$ cat config.mk
export PLATFORM = sky130hd
export DESIGN_NAME = alu_arbiter
export DESIGN_NICKNAME = d
export VERILOG_FILES = /design/src/rtl/alu_arb_pkg.sv /design/src/rtl/rr_arbiter2.sv /design/src/rtl/alu_arbiter.sv
export SDC_FILE = /design/constraint.sdc
export NUM_CORES = 1
export LEC_CHECK = 0
export CAP_MARGIN = 10
export CORE_MARGIN = 3
export CORE_UTILIZATION = 40
export CTS_CLUSTER_SIZE = 30
export DETAILED_ROUTE_END_ITERATION = 16
export GPL_TIMING_DRIVEN = 1
export PLACE_DENSITY = 0.85
export SYNTH_ARGS = -nofsm -noshare
export SYNTH_HDL_FRONTEND = slang
export SYNTH_SLANG_ARGS = --single-unit
$ cat constraint.sdc
create_clock -name clk_i -period 2.6 [get_ports clk_i]
set_input_delay 0.52 -clock clk_i [delete_from_list [all_inputs] [get_ports clk_i]]
set_output_delay 0.52 -clock clk_i [all_outputs]
set_load 0.01 [all_outputs]
$ cat src/rtl/alu_arb_pkg.sv
// Shared types and constants for the ALU arbiter and the units that talk to the integer ALU.
package alu_arb_pkg;

    typedef enum logic [1:0] {
        IDLE = 2'd0,
        EXEC = 2'd1,
        RESP = 2'd2
    } state_e;

    localparam int unsigned XLEN_DEFAULT = 32;

    localparam logic [2:0] F3_ADD_SUB = 3'b000;
    localparam logic [2:0] F3_SLL     = 3'b001;
    localparam logic [2:0] F3_SLT     = 3'b010;
    localparam logic [2:0] F3_SLTU    = 3'b011;
    localparam logic [2:0] F3_XOR     = 3'b100;
    localparam logic [2:0] F3_SRL_SRA = 3'b101;
    localparam logic [2:0] F3_OR      = 3'b110;
    localparam logic [2:0] F3_AND     = 3'b111;

    // funct7[5] selects SUB / SRA in the ALU.
    localparam logic [6:0] FUNCT7_ALT = 7'b0100000;

endpackage

$ cat src/rtl/rr_arbiter2.sv
// Two-way combinational arbiter: round-robin on last_grant, or fixed priority to port 0.
module rr_arbiter2 #(
    parameter bit FIXED_PRIO = 1'b0
) (
    input  logic [1:0] valid_i,
    input  logic       last_grant_i,
    output logic       grant_o,
    output logic       grant_valid_o
);

    always_comb begin
        grant_o = 1'b0;
        case (valid_i)
            2'b01:   grant_o = 1'b0;
            2'b10:   grant_o = 1'b1;
            2'b11:   grant_o = FIXED_PRIO ? 1'b0 : ~last_grant_i;
            default: grant_o = 1'b0;
        endcase
        grant_valid_o = |valid_i;
    end

endmodule

$ cat src/rtl/alu_arbiter.sv
// Shares one combinational integer ALU between the execute pipe (port 0) and the
// branch/address-compare unit (port 1); result returns only to the issuing port.
module alu_arbiter
    import alu_arb_pkg::*;
#(
    parameter int unsigned XLEN       = XLEN_DEFAULT,
    parameter bit          FIXED_PRIO = 1'b0
) (
    input  logic            clk_i,
    input  logic            rst_ni,

    input  logic            p0_req_valid_i,
    output logic            p0_req_ready_o,
    input  logic [XLEN-1:0] p0_data_1_i,
    input  logic [XLEN-1:0] p0_data_2_i,
    input  logic [2:0]      p0_funct3_i,
    input  logic [6:0]      p0_funct7_i,
    output logic            p0_resp_valid_o,
    input  logic            p0_resp_ready_i,

    input  logic            p1_req_valid_i,
    output logic            p1_req_ready_o,
    input  logic [XLEN-1:0] p1_data_1_i,
    input  logic [XLEN-1:0] p1_data_2_i,
    input  logic [2:0]      p1_funct3_i,
    input  logic [6:0]      p1_funct7_i,
    output logic            p1_resp_valid_o,
    input  logic            p1_resp_ready_i,

    output logic [XLEN-1:0] resp_data_o,

    output logic [XLEN-1:0] alu_data_1_o,
    output logic [XLEN-1:0] alu_data_2_o,
    output logic [2:0]      alu_funct3_o,
    output logic [6:0]      alu_funct7_o,
    input  logic [XLEN-1:0] alu_result_i
);

    state_e          state;
    logic            last_grant;
    logic            owner;
    logic            grant;
    logic            grant_valid;
    logic            accept;
    logic            owner_resp_ready;
    logic [XLEN-1:0] sel_data_1;
    logic [XLEN-1:0] sel_data_2;
    logic [2:0]      sel_funct3;
    logic [6:0]      sel_funct7;

    rr_arbiter2 #(
        .FIXED_PRIO (FIXED_PRIO)
    ) u_rr_arbiter2 (
        .valid_i       ({p1_req_valid_i, p0_req_valid_i}),
        .last_grant_i  (last_grant),
        .grant_o       (grant),
        .grant_valid_o (grant_valid)
    );

    // Ready is gated by rst_ni so no handshake is advertised while reset is held.
    assign accept         = (state == IDLE) && rst_ni && grant_valid;
    assign p0_req_ready_o = accept && !grant;
    assign p1_req_ready_o = accept && grant;

    assign owner_resp_ready = owner ? p1_resp_ready_i : p0_resp_ready_i;

    always_comb begin
        sel_data_1 = p0_data_1_i;
        sel_data_2 = p0_data_2_i;
        sel_funct3 = p0_funct3_i;
        sel_funct7 = p0_funct7_i;
        if (grant) begin
            sel_data_1 = p1_data_1_i;
            sel_data_2 = p1_data_2_i;
            sel_funct3 = p1_funct3_i;
            sel_funct7 = p1_funct7_i;
        end
    end

    always_ff @(posedge clk_i or negedge rst_ni) begin
        if (!rst_ni) begin
            state           <= IDLE;
            last_grant      <= 1'b1;
            owner           <= 1'b0;
            alu_data_1_o    <= '0;
            alu_data_2_o    <= '0;
            alu_funct3_o    <= '0;
            alu_funct7_o    <= '0;
            resp_data_o     <= '0;
            p0_resp_valid_o <= 1'b0;
            p1_resp_valid_o <= 1'b0;
        end else begin
            case (state)
                IDLE: begin
                    if (accept) begin
                        alu_data_1_o <= sel_data_1;
                        alu_data_2_o <= sel_data_2;
                        alu_funct3_o <= sel_funct3;
                        alu_funct7_o <= sel_funct7;
                        owner        <= grant;
                        last_grant   <= grant;
                        state        <= EXEC;
                    end
                end
                EXEC: begin
                    resp_data_o     <= alu_result_i;
                    p0_resp_valid_o <= !owner;
                    p1_resp_valid_o <= owner;
                    state           <= RESP;
                end
                RESP: begin
                    if (owner_resp_ready) begin
                        p0_resp_valid_o <= 1'b0;
                        p1_resp_valid_o <= 1'b0;
                        state           <= IDLE;
                    end
                end
                default: begin
                    p0_resp_valid_o <= 1'b0;
                    p1_resp_valid_o <= 1'b0;
                    state           <= IDLE;
                end
            endcase
        end
    end

endmodule

==> results.toml <==
[status]
outcome = "completed"

[detailed_routing]
drt_iter0_markers = 385
via_per_inst = 5.697
wl_um = 17780
routedWlPerCell_um = 20.81
drc = 0
postRouteAntennaNets = 0
dr.pass1.iters = 6
num_vias = 4865

[power]
power.leakage_uw = 0.003389
peakVddDrop_mv = 0.5970
p_per_area_nw_per_um2 = 1073
pwr-share-seq = 0.361
p_sw_uw = 2893
power_frac_comb = 0.486
clockPowerShare = 0.153
power_uw = 8826
switching_share = 0.3278
internal_power_uw = 5933

[yosys]
synth_area_um2 = 4915
syn_inst = 431
synth_top_area_frac = 0.5652
synth_top_cell_by_area = "dfrtp_1"
ys_warn_count = 0
ys_ff_latch = 112
synth.avg_cell_area_um2 = 11.40
synth_flop_cell = "dfrtp_1"
synth_area_leaders = "dfrtp_1 57%, a221o_1 15%, nor3_1 7.5%, mux2_2 7.3%, nand2_1 5.7%"
yosys.cell_count.top_type = "dfrtp_1"
synth_cell_types = 23
ys_top_cells_by_count = "111 x dfrtp_1, 75 x nand2_1, 74 x a221o_1, 74 x nor3_1, 32 x mux2_2"
synthArstFlopShare = 1.000
syn_nets = 617
synth_seq_area_share = 0.5705
synth_edf_count = 0

[critical_path]
crit_chain = "nor3b_1 > buf_4 > and3_2 > clkdlybuf4s50_1"
max_stage_delay_ns = 0.55
arrival_ns = 1.92
path_max_fanout = 6
cp-end-kind = "primary output"
required_ns = 2.08
worstSetupPathType = "reg -> out"
start_kind = "flip-flop"
critPathSlowestCell = "clkdlybuf4s50_1"

[global_route]
grt_util_all_layers = 0.2487
grt_overflow = 0
grt_pass1_vias = 5028
antenna_found_initial = 0
grt_pass1_wl_um = 26300
grt_max_degree = 86

[finish]
insertedDiodeCount = 0
fillers = 871
layout.nets = 892
areaGrowthSynthToFinish_pct = 67.44
fin_util = 0.7027
drive_above_1_share = 0.09283

[timing]
slew_headroom = 0.2865
min_period_over_period = 0.9385
skew_ns = 0.008044
hold_viol_final = 0
hold_slack_ns = 0.2122
tightestPinTransition_ns = 1.070
fin_tns_setup_ns = 0
fmax_ghz = 0.4098
slew_viol_final = 0
setup_slack_ns = 0.1598
rsz0062_at_grt = "no"
final-setup-viol-count = 0
min_period_ns = 2.440

[worst_hold_path]
hp-class = "in -> async"

[placement]
detailed_place_hpwl_um = 12470
gp_congestion = 0.7988
post-place-ws_ns = 0.1497
portBuffers = 295

[cts]
clock_latency_ns = 0.34
clkTransAtPathRegs_ns = 0.07
cts_sinks = 112
cts_buffers = 9
post_cts_buffers = 0
clockBufferDepth = 2
cts_root_buf = "clkbuf_16"
cts_tree = "done"
htreeDepth = 3

[floorplanning]
core_area_um2 = 11710
rows = 39
fp.dieW_um = 116.8
fp.dieArea_um2 = 13650
die_h_um = 116.8
num_io_pins = 296
initial_core_util = 0.4197

[job]
max_cap_viol_count = 0
-- power by group through the flow --
stage	clock network (uW)	registers [uW]	logic, uW
floorplan	0	3540	1410
global placement	0	3140	4220
detailed placement	0	3190	4310
CTS	1370	3190	4330
global route	1450	3290	4550
finish	1350	3190	4290
-- logic make-up (layout without fill, tap and decap cells) --
| logic type | after synthesis | count (layout) | synth area share |
|---|---|---|---|
| AOI/OAI and AO/OA | 81 | 81 | 0.1619 |
| buffers and inverters | 48 | 328 | 0.04761 |
| DFF | 112 | 112 | 0.5705 |
| muxes | 34 | 34 | 0.07739 |
| and+or+nand+nor | 156 | 156 | 0.1426 |
-- registers in the layout, indices dropped and copies added (netlist names), 2 cells and up --
name and count:
alu_data_1_o 32, alu_data_2_o 32, alu_funct3_o 3, alu_funct7_o 7
resp_data_o 32, state 2
-- stage by stage --
step,area [um2],cells
finish,8229,854
CTS,8229,854
detailed placement,7938,837
global route,8229,854
global placement,7938,837
floorplan,4915,431
-- layout make-up --
class | count | area (um2) | area share
multi-input cells | 271 | 1897 | 0.2305
repair buffers | 310 | 3059 | 0.3717
clock buffers | 13 | 240.2 | 0.02919
clock inverters | 3 | 42.54 | 0.005170
flip-flops and latches | 112 | 2804 | 0.3407
well taps | 143 | 178.9 | 0.02174
inverters | 2 | 7.507 | 0.0009123
-- path summary, 6_finish.rpt --
check,from,endpoint,slack [ns],cells past startpoint
worst max-delay path,state[0],p1_req_ready_o,0.16,4
worst min-delay path,rst_ni,resp_data_o[2],0.21,2
worst max register to register,state[0],alu_data_2_o[16],0.49,5
worst min register to register,resp_data_o[15],resp_data_o[15],0.51,1
max in group asynchronous,rst_ni,alu_data_2_o[15],0.99,3
min in group clk_i,resp_data_o[15],resp_data_o[15],0.51,1
-- worst max-delay path: cells and delay by family, from the launching register on --
family	cells	cell delay, ns
buffers and inverters	2	0.71
flip-flops	1	0.45
AND/OR/NAND/NOR	2	0.41
-- layout by cell type (no fill, tap or decap) --
cell and count:
nor3_1 74, dfrtp_1 111, a221o_1 74, a21bo_2 1, mux2i_1 2, o21ai_4 1, nand2b_1 1, inv_1 2
nor2b_1 1, a211oi_1 1, clkinv_2 1, bufinv_16 1, mux2_2 32, and3_2 1, o2bb2ai_1 2, clkinvlp_4 1
buf_2 1, a21o_1 2, nor3b_1 2, nand2_1 75, nor2b_4 1, clkdlybuf4s50_1 292, buf_4 15, or3b_2 1
clkbuf_16 9, clkbuf_1 4, dlygate4sd3_1 1, dfstp_2 1, dlygate4sd2_1 1
-- what timing repair did --
action,in CTS,in global routing
hold endpoints to repair,1,0
hold buffers,1,0
endpoints found under the setup margin,1,0
resized for setup,1,0
-- per-layer routing --
metal	vias up	track usage	wire length (um)
li1	2165	-	-
met1	2396	0.2910	6702
met2	259	0.4346	9069
met3	45	0.05964	1395
met4	0	0.1093	609
met5	-	0	0
No activity file was read; power rests on OpenSTA's default activity.
